[src/rtl/sram_arbiter_pkg.sv]
`default_nettype none
// sram_arbiter_pkg: shared state, owner, grant and size encodings for the SRAM arbiter.
// Revision 1.0
package sram_arbiter_pkg;

  typedef enum logic [1:0] {
    ST_IDLE = 2'b00,
    ST_ADDR = 2'b01,
    ST_DATA = 2'b10
  } state_t;

  typedef enum logic {
    OWN_INST = 1'b0,
    OWN_DATA = 1'b1
  } owner_t;

  localparam int GNT_INST = 0;
  localparam int GNT_DATA = 1;

  localparam logic [1:0] SIZE_BYTE = 2'b00;
  localparam logic [1:0] SIZE_HALF = 2'b01;
  localparam logic [1:0] SIZE_WORD = 2'b10;

endpackage
`default_nettype wire

[src/rtl/sram_arb_grant.sv]
`default_nettype none
// sram_arb_grant: one-hot grant selection; SRAM_ARB_ROUND_ROBIN_EN selects alternating priority.
// Revision 1.0
module sram_arb_grant
  import sram_arbiter_pkg::*;
(
  input  logic       inst_req,
  input  logic       data_req,
  input  owner_t     last_grant,
  output logic [1:0] grant
);

`ifdef SRAM_ARB_ROUND_ROBIN_EN
  always_comb begin
    grant = '0;
    if (inst_req && data_req) begin
      // Favour whichever requester did not win the previous grant.
      if (last_grant == OWN_DATA) grant[GNT_INST] = 1'b1;
      else                        grant[GNT_DATA] = 1'b1;
    end else begin
      grant[GNT_INST] = inst_req;
      grant[GNT_DATA] = data_req;
    end
  end
`else
  logic unused_last_grant;
  assign unused_last_grant = last_grant;

  always_comb begin
    grant = '0;
    grant[GNT_DATA] = data_req;
    grant[GNT_INST] = inst_req & ~data_req;
  end
`endif

endmodule
`default_nettype wire

[src/rtl/sram_arbiter.sv]
`default_nettype none
// sram_arbiter: two-requester arbiter onto a single SRAM-like bus, one outstanding transaction.
// Revision 1.0 -- optional feature macro: SRAM_ARB_ROUND_ROBIN_EN
module sram_arbiter
  import sram_arbiter_pkg::*;
#(
  parameter int ADDR_W = 32,
  parameter int DATA_W = 32
) (
  input  logic              clk,
  input  logic              rst,
  input  logic              inst_req,
  input  logic [ADDR_W-1:0] inst_addr,
  output logic              inst_addr_ok,
  output logic              inst_data_ok,
  output logic [DATA_W-1:0] inst_rdata,
  input  logic              data_req,
  input  logic              data_wr,
  input  logic [1:0]        data_size,
  input  logic [ADDR_W-1:0] data_addr,
  input  logic [DATA_W-1:0] data_wdata,
  output logic              data_addr_ok,
  output logic              data_data_ok,
  output logic [DATA_W-1:0] data_rdata,
  output logic              bus_req,
  output logic              bus_wr,
  output logic [1:0]        bus_size,
  output logic [ADDR_W-1:0] bus_addr,
  output logic [DATA_W-1:0] bus_wdata,
  input  logic              bus_addr_ok,
  input  logic              bus_data_ok,
  input  logic [DATA_W-1:0] bus_rdata,
  output logic              stallreq_for_bus
);

  state_t     state, state_next;
  owner_t     owner, last_owner;
  logic [1:0] grant;
  logic       done;

  sram_arb_grant u_grant (
    .inst_req   (inst_req),
    .data_req   (data_req),
    .last_grant (last_owner),
    .grant      (grant)
  );

  always_comb begin
    state_next   = state;
    inst_addr_ok = 1'b0;
    data_addr_ok = 1'b0;
    bus_req      = 1'b0;
    done         = 1'b0;
    case (state)
      ST_IDLE: begin
        inst_addr_ok = grant[GNT_INST];
        data_addr_ok = grant[GNT_DATA];
        if (grant != 2'b00) state_next = ST_ADDR;
      end
      ST_ADDR: begin
        bus_req = 1'b1;
        if (bus_addr_ok) begin
          // A slave may accept and answer in the same cycle.
          done       = bus_data_ok;
          state_next = bus_data_ok ? ST_IDLE : ST_DATA;
        end
      end
      ST_DATA: begin
        if (bus_data_ok) begin
          done       = 1'b1;
          state_next = ST_IDLE;
        end
      end
      default: state_next = ST_IDLE;
    endcase
  end

  assign stallreq_for_bus = (data_req & ~data_addr_ok) |
                            ((state != ST_IDLE) & (owner == OWN_DATA));

  always_ff @(posedge clk) begin
    if (rst) begin
      state        <= ST_IDLE;
      owner        <= OWN_INST;
      bus_wr       <= 1'b0;
      bus_size     <= '0;
      bus_addr     <= '0;
      bus_wdata    <= '0;
      inst_data_ok <= 1'b0;
      data_data_ok <= 1'b0;
      inst_rdata   <= '0;
      data_rdata   <= '0;
    end else begin
      state        <= state_next;
      inst_data_ok <= done & (owner == OWN_INST);
      data_data_ok <= done & (owner == OWN_DATA);
      if (data_addr_ok) begin
        owner     <= OWN_DATA;
        bus_wr    <= data_wr;
        bus_size  <= data_size;
        bus_addr  <= data_addr;
        bus_wdata <= data_wdata;
      end else if (inst_addr_ok) begin
        owner     <= OWN_INST;
        bus_wr    <= 1'b0;
        bus_size  <= SIZE_WORD;
        bus_addr  <= inst_addr;
        bus_wdata <= '0;
      end
      if (done && owner == OWN_INST)           inst_rdata <= bus_rdata;
      if (done && owner == OWN_DATA && !bus_wr) data_rdata <= bus_rdata;
    end
  end

`ifdef SRAM_ARB_ROUND_ROBIN_EN
  always_ff @(posedge clk) begin
    if (rst)               last_owner <= OWN_INST;
    else if (data_addr_ok) last_owner <= OWN_DATA;
    else if (inst_addr_ok) last_owner <= OWN_INST;
  end
`else
  assign last_owner = OWN_INST;
`endif

endmodule
`default_nettype wire
[config.mk]
export PLATFORM = sky130hd
export DESIGN_NAME = sram_arbiter
export DESIGN_NICKNAME = d
export VERILOG_FILES = /design/src/rtl/sram_arbiter_pkg.sv /design/src/rtl/sram_arb_grant.sv /design/src/rtl/sram_arbiter.sv
export SDC_FILE = /design/constraint.sdc
export NUM_CORES = 1
export LEC_CHECK = 0
export ABC_CLOCK_PERIOD_IN_PS = 4600
export BUFFER_PORTS_ARGS = -buffer_cell sky130_fd_sc_hd__buf_2
export CAP_MARGIN = 15
export CORE_MARGIN = 2
export CORE_UTILIZATION = 49
export CTS_CLUSTER_SIZE = 40
export DETAILED_ROUTE_END_ITERATION = 6
export GPL_TIMING_DRIVEN = 0
export PLACE_DENSITY = 0.85
export SLEW_MARGIN = 25
export SYNTH_ARGS = -nofsm -noshare
export SYNTH_HDL_FRONTEND = slang
export SYNTH_SLANG_ARGS = --single-unit
export TNS_END_PERCENT = 50
[constraint.sdc]
create_clock -name clk -period 4.6 [get_ports clk]
set_input_delay 0.92 -clock clk [delete_from_list [all_inputs] [get_ports clk]]
set_output_delay 0.92 -clock clk [all_outputs]
set_load 0.005 [all_outputs]
==> impl_metrics.xml <==
<?xml version="1.0" encoding="UTF-8"?>
<metrics>
  <group name="timing">
    <metric name="setup-tns-final" unit="ps">0</metric>
    <metric name="timing.fmax" unit="GHz">0.337</metric>
    <metric name="final-hold-violation-count" unit="">0</metric>
    <metric name="fin_skew" unit="ps">5.93</metric>
    <metric name="worst-slew-pin-transition" unit="ps">498</metric>
    <metric name="final_critical_path_time_including_i_o_delays_and_setup" unit="ps">2970</metric>
    <metric name="slew_hr" unit="%">66.8</metric>
    <metric name="final-max-slew-violation-count" unit="">0</metric>
    <metric name="fin_hold_ws" unit="ps">463</metric>
    <metric name="setup-violations-final" unit="">0</metric>
    <metric name="unrepaired_setup_endpoints_after_global_routing" unit="">false</metric>
    <metric name="part_of_the_cycle_the_worst_path_needs" unit="%">64.5</metric>
    <metric name="final.setup.worst_slack" unit="ps">1630</metric>
  </group>
  <group name="clock_tree">
    <metric name="htree_num_levels" unit="">4</metric>
    <metric name="cts-buffers-inserted" unit="">17</metric>
    <metric name="postCtsHoldBufs" unit="">0</metric>
    <metric name="cts_tree" unit="">yes</metric>
    <metric name="clk-insertion-delay-late" unit="ps">410</metric>
    <metric name="max-clock-path-buffers" unit="">2</metric>
    <metric name="cts_root_buffer" unit="">clkbuf_16</metric>
    <metric name="cts.repair.resized" unit="">0</metric>
    <metric name="cts.repair_timing.setup_buffer_count" unit="">0</metric>
    <metric name="clk_transition_reported_paths" unit="ps">60</metric>
    <metric name="clkSinkCount" unit="">136</metric>
  </group>
  <group name="final_layout">
    <metric name="final_cells" unit="">1055</metric>
    <metric name="most-common-layout-cells" unit="">287 x buf_2, 136 x dfxtp_1, 101 x nand2_1, 98 x nand2b_1, 65 x mux2i_1</metric>
    <metric name="post_route_cells_drive_above_1_share" unit="%">35.5</metric>
    <metric name="layout_cell_area_excl_fill" unit="µm²">7690</metric>
    <metric name="layout_commonest_cell" unit="">buf_2</metric>
    <metric name="final_nets" unit="">1042</metric>
    <metric name="area_growth_syn_to_layout" unit="%">38.6</metric>
  </group>
  <group name="critical_path">
    <metric name="timing.rr.start" unit="">state[0]</metric>
    <metric name="rr_endpoint" unit="">bus_wdata[3]</metric>
    <metric name="critical_path_peak_fanout" unit="">10</metric>
    <metric name="worst-r2r-setup-slack" unit="ps">2530</metric>
    <metric name="worstPathArrival" unit="ps">2050</metric>
    <metric name="worst_setup_path_start_kind" unit="">flip-flop</metric>
    <metric name="setup.worst_path.class" unit="">flip-flop to primary output</metric>
    <metric name="reg2regPathDepth" unit="">7</metric>
    <metric name="crit_path_end_kind" unit="">primary output</metric>
    <metric name="worst_ep_required_time" unit="ps">3680</metric>
  </group>
  <group name="route">
    <metric name="route.detailed.wl_per_inst" unit="µm">16.0</metric>
    <metric name="route.antenna.remaining_nets" unit="">0</metric>
    <metric name="detail_route.first_pass.iterations" unit="">4</metric>
    <metric name="drcViolationCount" unit="">0</metric>
    <metric name="detail_route.vias_per_cell" unit="">5.15</metric>
    <metric name="detailroute.via_count" unit="">5430</metric>
    <metric name="drt_iter0_drc" unit="">302</metric>
    <metric name="totalWireLength" unit="µm">16800</metric>
  </group>
  <group name="job">
    <metric name="cap_viol_max_count" unit="">0</metric>
  </group>
  <group name="yosys">
    <metric name="mappedNetlistArea" unit="µm²">5550</metric>
    <metric name="ys_async_sr_fraction" unit="%">0</metric>
    <metric name="synth_edf_count" unit="">0</metric>
    <metric name="yosysTopAreaCellShare" unit="%">49.1</metric>
    <metric name="post_synth_main_area_contributors" unit="">dfxtp_1 49%, mux2i_1 12%, nand2b_1 11%, nand2_1 6.8%, a311oi_1 5.1%</metric>
    <metric name="synthesis.nets" unit="">751</metric>
    <metric name="synth.largest_area_cell" unit="">dfxtp_1</metric>
    <metric name="post_synth_num_cell_types" unit="">28</metric>
    <metric name="synthesis.yosys.warnings" unit="">0</metric>
    <metric name="syn_inst" unit="">611</metric>
    <metric name="synth_seq_cells" unit="">136</metric>
    <metric name="synth_seq_area_share" unit="%">49.1</metric>
    <metric name="most_instantiated_flip_flop_cell_in_the_synthesis_netlist" unit="">dfxtp_1</metric>
    <metric name="synth.avg_cell_area" unit="µm²">9.08</metric>
  </group>
  <group name="power_and_ir_drop">
    <metric name="share_of_total_power_in_combinational_logic" unit="%">17.4</metric>
    <metric name="peakVddDrop" unit="µV">349</metric>
    <metric name="power.sequential.fraction" unit="%">40.5</metric>
    <metric name="power-per-cell-area" unit="nW/µm²">426</metric>
    <metric name="net-switching-power" unit="mW">0.883</metric>
    <metric name="p_int" unit="mW">2.40</metric>
    <metric name="power_frac_clock" unit="%">42.1</metric>
    <metric name="total_leakage_power" unit="nW">3.78</metric>
    <metric name="power_switching_share" unit="%">26.9</metric>
  </group>
  <group name="place">
    <metric name="numPlacedInstances" unit="">1023</metric>
    <metric name="port_buffers" unit="">272</metric>
    <metric name="dp_worst_setup_slack" unit="ps">1720</metric>
    <metric name="detailed_placer_s_ending_hpwl" unit="µm">12600</metric>
    <metric name="gp_congestion" unit="">0.867</metric>
    <metric name="postPlaceCellArea" unit="µm²">7090</metric>
  </group>
  <group name="outcome">
    <metric name="status" unit="">finished clean</metric>
  </group>
  <group name="floorplan">
    <metric name="die_width" unit="µm">110</metric>
    <metric name="chipHeight" unit="µm">110</metric>
    <metric name="design.core.area" unit="µm²">10900</metric>
    <metric name="num_rows" unit="">38</metric>
    <metric name="io_pins" unit="">274</metric>
    <metric name="initial_utilization" unit="%">50.7</metric>
    <metric name="design.die.area" unit="µm²">12200</metric>
  </group>
  <group name="global_route">
    <metric name="largest_net_degree_at_the_start_of_global_routing" unit="">17</metric>
    <metric name="grt-ovfl-total" unit="">0</metric>
    <metric name="global_route_wire_length_before_repair" unit="µm">27000</metric>
    <metric name="grt_pass1_vias" unit="">5448</metric>
    <metric name="antenna_found_initial" unit="">2</metric>
    <metric name="grt_util_all_layers" unit="%">27.1</metric>
  </group>
  <group name="hold_path">
    <metric name="min_path_type" unit="">flip-flop to flip-flop</metric>
    <metric name="min_path_cells" unit="">2</metric>
    <metric name="worst_hold_startpoint" unit="">bus_wdata[15]</metric>
    <metric name="min_delay_worst_endpoint" unit="">bus_wdata[15]</metric>
  </group>
</metrics>
synth_stat cells (2+ instances only):
library cell,count
nand2b_1,98
nor2_1,36
a21oi_1,36
mux2i_1,65
clkbuf_1,25
buf_1,5
a311oi_1,32
nand3_1,35
ha_1,3
nand2_1,101
dfxtp_1,136
inv_1,5
buf_2,15
nor3_1,2
buf_4,2
buf_6,3
registers in the layout, indices dropped and copies added, names as in the netlist:
register and flops:
bus_size 2, owner 1, state 2, bus_addr 32
data_data_ok 1, bus_wdata 32, inst_rdata 32, bus_wr 1
inst_data_ok 1, data_rdata 32
worst max-delay path by stage:
stage | start | end | slack (ps)
2_1_floorplan | data_req | data_addr_ok | 2310
3_3_place_gp | data_req | data_addr_ok | 1750
3_5_place_dp | data_req | data_addr_ok | 1720
4_1_cts | state[0] | data_addr_ok | 1630
5_1_grt | state[1] | data_addr_ok | 1440
6_report | state[0] | data_addr_ok | 1630
worst max-delay path, cell delays in order, from the launching register on:
cell and delay, ps:
dfxtp_1 330, inv_1 80, ha_1 280, nand2_1 220, clkinv_1 180, clkbuf_1 350
buf_2 190
through the flow:
step           utilization, %  total power [mW]
2_1_floorplan               -              1.66
6_report                 70.3              3.28
4_1_cts                  70.3              3.29
3_5_place_dp             64.8              1.92
3_3_place_gp             64.8              1.90
5_1_grt                  70.3              3.42
routing by layer:
| metal | routed length, µm | vias to the layer above | GRT usage, % |
|---|---|---|---|
| met3 | 1240 | 39 | 8.34 |
| met2 | 8560 | 224 | 48.5 |
| met1 | 6550 | 2513 | 29.9 |
| met4 | 489 | 0 | 10.9 |
| li1 | - | 2654 | - |
| met5 | 0 | - | 0 |
power by group through the flow:
stage               Sequential (mW)  Clock, mW  Combinational, mW
global placement               1.35          0              0.559
global route                   1.34       1.45              0.635
CTS                            1.33       1.40              0.572
floorplan                      1.36          0              0.307
finish                         1.33       1.38              0.570
detailed placement             1.35          0              0.567
cell type report:
class	instances	area [µm²]
clock buffers	20	457
inverters	6	22.5
fillers	894	3240
repair buffers	272	1360
flip-flops and latches	136	2720
clock inverters	10	145
plain buffers	50	236
diodes	2	5.00
well taps	140	175
multi-input cells	419	2570
cell families (layout without fill, tap and decap cells):
group | Yosys count | after routing | share of synthesized area, %
AND/OR/NAND/NOR | 278 | 278 | 24.9
adder cells (fa/ha/maj) | 3 | 3 | 0.677
flip-flops | 136 | 136 | 49.1
multiplexers | 65 | 65 | 11.7
AO/OA/AOI/OAI | 73 | 73 | 9.00
buffers and inverters | 56 | 358 | 4.67
other | 0 | 2 | 0
Power figures use the tool's default switching activity.
